--- config.mk ---
export PLATFORM = sky130hd
export DESIGN_NAME = regfile_wb_queue
export DESIGN_NICKNAME = d
export VERILOG_FILES = /design/src/rtl/regfile_wb_queue.sv
export SDC_FILE = /design/constraint.sdc
export NUM_CORES = 1
export LEC_CHECK = 0
export ABC_CLOCK_PERIOD_IN_PS = 3100
export BUFFER_PORTS_ARGS = -buffer_cell sky130_fd_sc_hd__buf_4
export CAP_MARGIN = 25
export CORE_ASPECT_RATIO = 1.5
export CORE_UTILIZATION = 45
export CTS_BUF_LIST = sky130_fd_sc_hd__clkbuf_16
export CTS_CLUSTER_SIZE = 28
export DETAILED_ROUTE_END_ITERATION = 7
export PLACE_DENSITY = 0.73
export SYNTH_ARGS = -nofsm -noshare
export SYNTH_HDL_FRONTEND = slang
export SYNTH_SLANG_ARGS = --single-unit
--- constraint.sdc ---
create_clock -name clk -period 3.1 [get_ports clk]
set_input_delay 0.62 -clock clk [delete_from_list [all_inputs] [get_ports clk]]
set_output_delay 0.62 -clock clk [all_outputs]
set_load 0.1 [all_outputs]
--- src/rtl/regfile_wb_queue.sv ---
// rtl/regfile_wb_queue.sv - writeback queue feeding the regfile write port (we3/wa3/wd3)
// Optional forwarding lookup of queued writes is enabled by defining WBQ_FWD_EN.
module regfile_wb_queue #(
  parameter int DEPTH = 4,
  parameter int AW    = 5,
  parameter int DW    = 32
) (
  input  logic                       clk,
  input  logic                       reset,
  input  logic                       req_valid,
  output logic                       req_ready,
  input  logic [AW-1:0]              req_addr,
  input  logic [DW-1:0]              req_data,
  input  logic                       drain_en,
  output logic                       we3,
  output logic [AW-1:0]              wa3,
  output logic [DW-1:0]              wd3,
  input  logic [AW-1:0]              la1,
  input  logic [AW-1:0]              la2,
  output logic                       hit1,
  output logic                       hit2,
  output logic [DW-1:0]              fwd1,
  output logic [DW-1:0]              fwd2,
  output logic [$clog2(DEPTH+1)-1:0] count
);

  localparam int PW = $clog2(DEPTH);
  localparam int CW = $clog2(DEPTH+1);
  localparam logic [CW-1:0] FULL = CW'(DEPTH);

  logic [AW-1:0] mem_addr_q [DEPTH];
  logic [DW-1:0] mem_data_q [DEPTH];
  logic [PW-1:0] rd_ptr_q, rd_ptr_d;
  logic [PW-1:0] wr_ptr_q, wr_ptr_d;
  logic [CW-1:0] count_q, count_d;
  logic          we3_q, we3_d;
  logic [AW-1:0] wa3_q, wa3_d;
  logic [DW-1:0] wd3_q, wd3_d;
  logic          accept, push, pop;

  // Writes to $0 are handshaked like any other request but never stored.
  assign req_ready = (count_q != FULL);
  assign accept    = req_valid && req_ready;
  assign push      = accept && (req_addr != '0);
  assign pop       = (count_q != '0) && drain_en;

  always_comb begin
    rd_ptr_d = rd_ptr_q;
    wr_ptr_d = wr_ptr_q;
    count_d  = count_q;
    we3_d    = 1'b0;
    wa3_d    = wa3_q;
    wd3_d    = wd3_q;
    if (pop) begin
      rd_ptr_d = rd_ptr_q + PW'(1);
      we3_d    = 1'b1;
      wa3_d    = mem_addr_q[rd_ptr_q];
      wd3_d    = mem_data_q[rd_ptr_q];
    end
    if (push) wr_ptr_d = wr_ptr_q + PW'(1);
    case ({push, pop})
      2'b10:   count_d = count_q + CW'(1);
      2'b01:   count_d = count_q - CW'(1);
      default: count_d = count_q;
    endcase
  end

  always_ff @(posedge clk) begin
    if (reset) begin
      rd_ptr_q <= '0;
      wr_ptr_q <= '0;
      count_q  <= '0;
      we3_q    <= 1'b0;
      wa3_q    <= '0;
      wd3_q    <= '0;
    end else begin
      rd_ptr_q <= rd_ptr_d;
      wr_ptr_q <= wr_ptr_d;
      count_q  <= count_d;
      we3_q    <= we3_d;
      wa3_q    <= wa3_d;
      wd3_q    <= wd3_d;
    end
  end

  always_ff @(posedge clk) begin
    if (push) begin
      mem_addr_q[wr_ptr_q] <= req_addr;
      mem_data_q[wr_ptr_q] <= req_data;
    end
  end

  assign we3   = we3_q;
  assign wa3   = wa3_q;
  assign wd3   = wd3_q;
  assign count = count_q;

`ifdef WBQ_FWD_EN
  // Scan output stage first, then queue oldest to newest, so the youngest match wins.
  function automatic logic [DW:0] lookup(input logic [AW-1:0] la);
    logic          h;
    logic [DW-1:0] d;
    logic [PW-1:0] idx;
    h = 1'b0;
    d = '0;
    if (we3_q && (wa3_q == la)) begin
      h = 1'b1;
      d = wd3_q;
    end
    for (int i = 0; i < DEPTH; i++) begin
      idx = rd_ptr_q + PW'(i);
      if ((CW'(i) < count_q) && (mem_addr_q[idx] == la)) begin
        h = 1'b1;
        d = mem_data_q[idx];
      end
    end
    if (la == '0) begin
      h = 1'b0;
      d = '0;
    end
    return {h, d};
  endfunction

  assign {hit1, fwd1} = lookup(la1);
  assign {hit2, fwd2} = lookup(la2);
`else
  logic unused_la;
  assign unused_la = ^{la1, la2};
  assign hit1 = 1'b0;
  assign hit2 = 1'b0;
  assign fwd1 = '0;
  assign fwd2 = '0;
`endif

endmodule

# Word-level counts from Yosys, hierarchy flattened
# Memory sizes are Yosys's and may differ from the RTL's. A register that Yosys moved wholly into a read port is not among the register bits.
# Index checks and enable logic that the tools add are counted.
[classes]
n_reduce_logical = 6
div_mod_pow = 0
add_sub_neg = 4
bitwise_logic = 0
mux = 4
n_eq_ne = 3
n_lt_le_gt_ge = 0
shift = 0
n_mul = 0
[op_table]
columns = ["cell", "n"]
rows = [
  ["3-bit one-hot mux with 2 select lines", 1],
  ["5-bit nonzero test", 1],
  ["2-bit by 1-bit adder with 2-bit output (second input constant)", 2],
  ["3-bit by 1-bit adder with 3-bit output (second input constant)", 1],
  ["1-bit logical AND", 3],
  ["1-bit 2-to-1 mux", 3],
  ["3-bit != test (second input constant)", 1],
  ["3-bit nonzero test", 1],
  ["3-bit by 1-bit subtractor with 3-bit output (second input constant)", 1],
  ["2-bit by 1-bit == test with 1-bit output (second input constant)", 1],
  ["2-bit == test (second input constant)", 1],
  ["2-bit nonzero test", 1],
]
[word_totals]
mem_bits_rw = 148
memories = 2
mem_bits_ro = 0
out_inout_bits = 108
latchBits = 0
register_bits = 8
inputBits = 51
word_cells = 23
[memory_table]
columns = ["name", "depth", "word_bits", "read_ports", "rd_ports_with_merged_regs", "wr", "line", "text"]
rows = [
  ["mem_data_q", 4, 32, 1, 1, 1, "32", "logic [DW-1:0] mem_data_q [DEPTH];"],
  ["mem_addr_q", 4, 5, 1, 1, 1, "31", "logic [AW-1:0] mem_addr_q [DEPTH];"],
]

# Logic depth before layout (Yosys ltp)
# Gate-level depths: netlist (run 1).
[logic_depth]
word_depth = 5
depth_mapped = 9
mapped_depth_nobuf = 9

# Worst setup path before layout (run 1)
# Ideal clock, no wire load.
[synth_timing]
kind = "reg2reg"
from = "register count_q[2] (netlist: count[2])"
to = "register count_q[2] (netlist: count[2])"
n_path_buf = 0
stages_incl_launch_ff = 10
setup_ns = 0.072
synth_period_minus_slack_ns = 3.320
t_arrival_ns = 3.248
t_required_ns = 3.028
slack_ns = -0.220
cell_sequence = "dfxtp_1 -> or3b_2 -> o211a_4 -> inv_1 -> ha_1 -> inv_1 -> fa_1 -> xor2_1 -> or3_1 -> a21oi_1"
[synth_between]
elab_chain_len = 5
elab_cells_between_ends = 11
classes_between = "add/sub (2); eq/ne (3); mux (1); reduce/logical (5)"
[synth_rtl]
columns = ["element", "line", "text"]
rows = [
  ["start, declared", "35", "logic [CW-1:0] count_q, count_d;"],
  ["start signal, assigned", "79", "count_q <= count_d;"],
  ["3-bit != test (*)", "42", "assign req_ready = (count_q != FULL);"],
  ["net req_ready", "11", "output logic req_ready,"],
  ["1-bit logical AND (*)", "43", "assign accept = req_valid && req_ready;"],
  ["1-bit logical AND (*)", "44", "assign push = accept && (req_addr != '0);"],
  ["2-bit by 1-bit == test with 1-bit output or 2-bit == test (tied branches)", "61", "case ({push, pop})"],
  ["3-bit one-hot mux with 2 select lines or 2-bit nonzero test (tied branches)", "--", ""],
]
# Mark *: on every way through the listed nets, which the timed path passes. The rest lies on a longest branch.
# A chain may end at the register's enable or synchronous reset.

# Final worst setup path (run 1)
[layout_timing]
from = "input port req_addr[0]"
to = "register count_q[2] (netlist: count[2])"
[layout_between]
elab_chain_len = 4
elab_cells_between_ends = 6
classes_between = "eq/ne (2); mux (1); reduce/logical (3)"
[layout_rtl]
columns = ["element", "line", "text"]
rows = [
  ["start, declared", "12", "input logic [AW-1:0] req_addr,"],
  ["5-bit nonzero test (*)", "44", ""],
  ["1-bit logical AND (*)", "44", ""],
  ["2-bit by 1-bit == test with 1-bit output or 2-bit == test (tied branches)", "61", ""],
  ["3-bit one-hot mux with 2 select lines or 2-bit nonzero test (tied branches)", "--", ""],
]
# Every way passes the cells marked *; elsewhere a longest branch is shown, timed or not.

==> results of run 1 <==
-- stage by stage --
| stage | hold slack (ns) | setup WS [ns] | area, µm² | std cells |
|---|---|---|---|---|
| 2_1_floorplan | 0.4822 | 0.2205 | 7682 | 457 |
| 3_3_place_gp | 0.4669 | 0.2172 | 7990 | 666 |
| 3_5_place_dp | 0.4671 | 0.1511 | 8010 | 667 |
| 4_1_cts | 0.3807 | 0.5895 | 8632 | 699 |
| 5_1_grt | 0.3783 | 0.4701 | 8692 | 702 |
| 6_report | 0.3938 | 0.5911 | 8692 | 702 |
-- cells in the final DEF, fill, tap and decap left out, types with 5 or more instances in the layout --
| cell | count |
|---|---|
| sky130_fd_sc_hd__dfxtp_1 | 42 |
| sky130_fd_sc_hd__a22o_1 | 37 |
| sky130_fd_sc_hd__buf_4 | 85 |
| sky130_fd_sc_hd__mux4_2 | 37 |
| sky130_fd_sc_hd__edfxtp_1 | 148 |
| sky130_fd_sc_hd__conb_1 | 66 |
| sky130_fd_sc_hd__nor2_1 | 7 |
| sky130_fd_sc_hd__clkbuf_16 | 18 |
| sky130_fd_sc_hd__clkinv_4 | 6 |
| sky130_fd_sc_hd__inv_1 | 6 |
| sky130_fd_sc_hd__ha_1 | 5 |
-- final timing paths --
check               start           endpoint  slack [ns]  cells past startpoint
max           req_addr[0]           count[2]        0.59                     10
min          req_data[18]  mem_data_q[2][18]        0.39                      1
max reg2reg      count[0]           count[2]        0.76                      9
min reg2reg       wd3[12]            wd3[12]        0.48                      1
-- routing by layer --
metal / global-route usage / share of wire / wire [µm]
met5: 0 / 0 / 0
met4: 0.05604 / 0.014 / 180
met3: 0.04257 / 0.044 / 563
met2: 0.2686 / 0.53 / 6768
met1: 0.1913 / 0.41 / 5165
-- logic make-up after synthesis --
family / count (synthesis)
mux: 39
simple gates: 18
buf+inv: 88
fa+ha+maj: 6
flops: 193
other cells: 1
compound gates: 43
xor+xnor: 4
-- power breakdown --
part	total [µW]	switching, µW	internal (µW)
Clock	2250	984	1270
Sequential	3430	289	3140
Combinational	2670	1910	755
-- state kept, by name (all words and copies together), names as in the netlist --
name / count
mem_addr_q: 20
mem_data_q: 128
wr_ptr_q: 2
rd_ptr_q: 2
count: 3
wa3: 5
wd3: 32
we3: 1
-- cell type report --
cell class / instances / area share
inverter: 6 / 0.002591
multi-input combinational: 176 / 0.1979
clock inverter: 14 / 0.01972
clock buffer: 18 / 0.05182
sequential: 193 / 0.6157
timing repair buffer: 89 / 0.08263
tap: 206 / 0.02965
==> out/summary.md, run 1 <==
The flow ran to the end, and the final reports show no timing, DRC or antenna violations. By count the netlist is led by sky130_fd_sc_hd__edfxtp_1, sky130_fd_sc_hd__buf_4, sky130_fd_sc_hd__dfxtp_1. Traced cell by cell, the critical path runs through buf_4 -> or4_4 -> o211a_4 -> inv_1 -> ha_1 -> inv_1 -> fa_1 -> xor2_1 -> or3_1 -> a21oi_1. Setup violations remaining at the end of the flow were counted as 0.

The number of DRC violations after detailed-routing iteration 0 is 182, and the mean instance size in the synthesized netlist is 18.97 µm². The category of cells accounting for the largest share of critical-path delay is simple AND/OR/NAND/NOR gates. The logs give 2 for the maximum buffer depth of the clock tree and 0 for the number of warning messages in the yosys log. The critical path data arrival time was 2.85 ns. Based on the critical path, the design can be clocked at up to 398.6 MHz. Most common cell in the synthesized netlist: sky130_fd_sc_hd__edfxtp_1. The final count of hold timing violations was 0; the die boundary height was 159.4 µm. Launching element type of the critical path: an input port. The first global-routing pass estimated 19.69 mm of wire. For the effective utilization at floorplan, the log shows 0.4592.

The overall power of the completed layout is 8350 µW. Clock tree synthesis inserted a total of 17 buffers. At the later pin of the worst-skew pair, clock insertion delay measures 0.42 ns.

Slowest library cell on the worst path: sky130_fd_sc_hd__or4_4. The critical path in this run is classified as in2reg. The congestion estimate from routability-driven global placement came to 0.7017. The share of synthesized area spent on multiplexers was 0.1154.

The fraction of the cycle the final worst path needs came out at 0.8093. For the count of unresolved DRC violations after routing, the log shows 0. For the max capacitance violation total, the log shows 0. Setup repair after global routing left no endpoint under its margin.

Once detail routing completed, the nets flagged for antenna violations numbered 0. The post-CTS setup-driven buffer insertion count was 0; the area share of and/or/nand/nor cells after synthesis was 0.01515. The tools report the number of cells produced by synthesis as 392.

The sequential cells in the finished layout cover a total of 0.005351 mm². Hold repair after CTS inserted 0 buffers. The detail-routed via count per cell is 5.061, and the highest ir drop seen on vdd is 692.4 µV. The most numerous cell type found on the critical path is sky130_fd_sc_hd__inv_1.

Mean routed wirelength per cell: 18.06 µm. The power per cell area works out to 960.7 mW/mm². The total buffers and inverters traversed by the critical path works out to 3.

The area share of the largest cell type after synthesis is 0.5978. For the pin with the worst max-slew slack, the measured transition is 0.8136 ns. Along the worst path, the maximum fanout reaches 7. The synthesized design contains 193 register bits.

Final number of max-transition violations: 0. The type of element capturing the critical path was a register. TritonCTS built the clock tree. In this run the standard cell core region covers 0.01619 mm². The clock net sink count was 193; the compound-cell area share of the yosys netlist was 0.05032.

Footprint of the multi-input gates: 0.001720 mm². The root buffer cell chosen for the clock tree is sky130_fd_sc_hd__clkbuf_16. The repair_antennas step left the layout with diodes totalling 0.

The sequential fraction of the synthesis area was 0.7189; the number of antenna violations at the first check in global routing was 0. Number of fill cells: 1294. After synthesis, the largest family of logic cells by area is multiplexers. After floorplanning, the core was divided into 57 placement rows. Compared with the post-synthesis result, the final layout area differs by 16.91%.

The critical path data required time is 3.44 ns. Utilization after layout: 0.5369. After clock tree synthesis, the clock-pin slew on the worst setup and hold paths is 0.07 ns. On the worst path, the slowest cell contributes a delay of 0.53 ns.

For the via count of the first global-routing pass, the log shows 3666. After synthesis, the cell types taking the most area are sky130_fd_sc_hd__edfxtp_1, sky130_fd_sc_hd__dfxtp_1, sky130_fd_sc_hd__mux4_2, sky130_fd_sc_hd__buf_4, sky130_fd_sc_hd__a22o_1. The detailed-route via count is 3553, and the residual overflow from global routing is 0. Counting distinct cell types in the post-synthesis netlist gives 29. The synthesized design contains 148 enable-type register cells. The placed wire-length estimate was 7.543 mm. Worst slew margin relative to its limit: 0.4576. The number of ports placed on the die boundary is 159, and the final critical delay including setup and external delays is 2.509 ns.

The library cell occupying the most area in the post-synthesis netlist is sky130_fd_sc_hd__edfxtp_1. After routing, the total negative slack on setup checks comes to 0 ns. The cell area that synthesis handed to floorplanning was 0.007435 mm². From left edge to right edge, the die measures 107.0 µm. The share of flip-flops with an asynchronous set or reset was 0.

The H-tree was split into 4 levels. The fraction of the mapped netlist area in adder cells was 0.01111. The number of gates resized after CTS was 0. Share of cells above drive strength 1: 0.3448.

The fraction of synthesized cell area in xor and xnor cells came out at 0.004712. Before antenna repair, the detailed router went through 4 iterations. The run gives 0.003166 µW as the leakage power figure. The die covers 0.01705 mm².

The post-detailed-routing wire length is 12.68 mm, and the count of buffers inserted at the top-level ports is 82. Flip-flop cell with the highest count after synthesis: sky130_fd_sc_hd__edfxtp_1. The logs give 40 for the pin count of the biggest net entering global routing and 540 for the number of nets in the final layout. The run gives 0.1576 as the global routing usage summed across all routing layers. In this run the worst hold path is classified as in2reg. The clock skew is 0.009669 ns.
Note: power is estimated with default switching activity, not from simulation.
==> run 2: changes to the inputs <==
ABC_CLOCK_PERIOD_IN_PS = 2150   (was 3100)
PLACE_DENSITY = 0.76   (was 0.73)
clock period = 2.15 ns   (was 3.1 ns; I/O delays follow)
==> out/summary.md, run 2 (synthesis gave the netlist of run 1 again) <==
The run gives 0.4592 (unchanged) as the effective utilization at floorplan. The tools report the buffer type at the clock tree root as sky130_fd_sc_hd__clkbuf_16. The mean routed wirelength per cell is 17.83 µm (-1.3%), and the sequential share of power is 0.397 (-0.014).

The run gives 0 (unchanged) as the antenna diode count. The residual overflow from global routing is 0 (unchanged), and the width of the die is 107.0 µm (unchanged). The number of fill cells was 1290 (-0.31%); the highest clock rate was 468.3 MHz.

For the number of buffers added to fix hold violations after cts, the log shows 0 (unchanged). The logs give 896.5 µV (+29%) for the highest ir drop seen on vdd and 0.01705 mm² (unchanged) for the floorplan die area. The library cells used most frequently in the layout, excluding fill and tap cells, are sky130_fd_sc_hd__edfxtp_1, sky130_fd_sc_hd__buf_4, sky130_fd_sc_hd__conb_1. The path category of the worst min-delay check is in2reg. For the placed instance area, the log shows 0.008223 mm² (+2.7%).

The logs give 0.1611 (+0.003461) for the global routing usage summed across all routing layers and 162 (-11%) for the number of DRC violations after detailed-routing iteration 0. The worst slew margin relative to its limit is 0.6389 (+0.1813), and the wire length of the first global-routing pass is 20.09 mm (+2.0%). The number of nets in the final layout was 558 (+3.3%). The final critical delay including setup and external delays was 2.135 ns. The fraction of the cycle the final worst path needs was 0.9932; the total internal power was 7509 µW (+45%). Clock edge transition at the registers on the reported setup and hold paths: 0.07 ns (about the same). The flow ran to the end, and the final reports show no timing, DRC or antenna violations. For the overall power of the completed layout, the log shows 12080 µW (+45%).

The logs give 0 (unchanged) for the count of unresolved DRC violations after routing and 4 (unchanged) for the H-tree depth reported by CTS. The register ranked first by flip-flop count is mem_data_q. Leakage power figure: 0.003257 µW (+2.9%).

The tools report the cell area after layout as 0.008846 mm² (+1.8%). The number of setup violations in the final report is 0 (unchanged), and the critical path data required time is 2.50 ns (-0.94 ns). The detail-routed via count per cell is 4.969 (-1.8%), and the total clock buffers created by CTS is 17 (unchanged). The count of buffers inserted at the top-level ports was 82 (unchanged).

The proportion of power drawn by the clock network was 0.255 (-0.015); the weighted congestion reported at the end of routability-driven placement was 0.7462 (+6.3%). For the fraction of power consumed by combinational cells, the log shows 0.348 (+0.029). The run gives 159 (unchanged) as the number of ports placed on the die boundary. The post-route antenna net violation count is 0 (unchanged).

The tools report the final number of max-transition violations as 0 (unchanged). The share of cells above drive strength 1 is 0.3774 (+0.03267), and the number of iterations in the first detailed-routing pass is 5 (+1). The final count of hold timing violations was 0 (unchanged); the post-detailed-routing wire length was 12.84 mm (+1.2%). The category of the most critical setup path is reg2reg. Setup repair after global routing could not meet its margin everywhere.

The flip-flop count of the largest register after layout works out to 128 (unchanged). The maximum buffer depth of the clock tree was 2 (unchanged). The critical path data arrival time was 2.48 ns (-0.37 ns); the max capacitance violation total was 0 (unchanged).

The via count of the first global-routing pass was 3820 (+4.2%); the clock skew was 0.01010 ns (+0.0004336 ns). The number of rows in the core area is 57 (unchanged). The worst setup path is captured at a register. The run gives 0 (unchanged) as the number of antenna violations at the first check in global routing. The fraction of power spent switching nets is 0.3782 (-0.003234).

The transition time of the tightest slew-check pin is 0.5404 ns (-0.2733 ns), and the die boundary height is 159.4 µm (unchanged). The pin count of the biggest net entering global routing is 38 (-5.0%). The clock net sink count was 193 (unchanged). Launching element type of the critical path: a register. The detailed-route via count is 3578 (+0.70%), and the power per cell area is 1365 mW/mm² (+42%).

The layout overhead on the synthesized area is 18.98%. The tools report the worst-skew pair later-pin latency as 0.42 ns (about the same). The core area is 0.01619 mm² (unchanged), and the net switching power is 4567 µW (+43%). The biggest fanout along the worst timing path was 4 (-3); the placed wire-length estimate was 8.221 mm (+9.0%).

TritonCTS built the clock tree. The commonest non-fill, non-tap cell in the layout is sky130_fd_sc_hd__edfxtp_1.
[run 2: final timing paths]
check	from	endpoint	slack, ns	cells past startpoint
setup / recovery	count[2]	count[2]	0.01	9
hold / removal	req_data[26]	mem_data_q[3][26]	0.21	1
setup reg to reg	count[2]	count[2]	0.01	9
hold reg to reg	wa3[3]	wa3[3]	0.48	1
[run 2: per-layer routing]
| layer | wire, µm | vias to the layer above | GRT usage |
|---|---|---|---|
| met5 | 0 | - | 0 |
| met4 | 231 | 0 | 0.05729 |
| met3 | 576 | 17 | 0.04216 |
| met2 | 7136 | 118 | 0.2935 |
| met1 | 4891 | 1826 | 0.1780 |
| li1 | - | 1617 | - |
[run 2: power groups by stage]
stage,registers [µW],logic (µW),clock network [µW]
2_1_floorplan,6300,1960,0
3_3_place_gp,4860,4130,0
3_5_place_dp,4890,4180,0
4_1_cts,4810,4210,3150
5_1_grt,4860,4380,3280
6_report,4800,4200,3080
[run 2: final cells by class]
cell class	count	area, µm²	area share
Tap cell	206	257.7	0.02914
Multi-Input combinational cell	176	1739	0.1966
Timing Repair Buffer	107	885.9	0.1001
Clock inverter	15	158.9	0.01796
Sequential cell	193	5356	0.6055
Clock buffer	17	425.4	0.04809
Inverter	6	22.52	0.002546
[run 2: critical path, cell delays in order, from the launching register on]
cell and delay [ns]:
sky130_fd_sc_hd__dfxtp_4 0.36, sky130_fd_sc_hd__or3b_4 0.38, sky130_fd_sc_hd__o211a_4 0.15, sky130_fd_sc_hd__inv_2 0.06, sky130_fd_sc_hd__ha_4 0.13, sky130_fd_sc_hd__inv_2 0.03
sky130_fd_sc_hd__fa_2 0.32, sky130_fd_sc_hd__xor2_1 0.16, sky130_fd_sc_hd__or3_1 0.33, sky130_fd_sc_hd__a21oi_2 0.13
[run 2: repair_timing]
action | 4_1_cts | 5_1_grt
setup endpoints to repair | 1 | 1
resized for setup | 1 | 0
setup buffers | 1 | 0
[run 2: per-stage QoR]
step	std cells	util	setup slack, ns	hold WS (ns)	TNS [ns]
floorplan	457	-	-0.3675	0.4822	-27.62
detailed placement	686	0.5079	-0.4459	0.4668	-0.7930
CTS	719	0.5447	0.003225	0.1866	0
global route	720	0.5464	-0.09818	0.1872	-0.09818
global placement	686	0.5079	-0.3386	0.4655	-0.5325
finish	720	0.5464	0.01470	0.2066	0
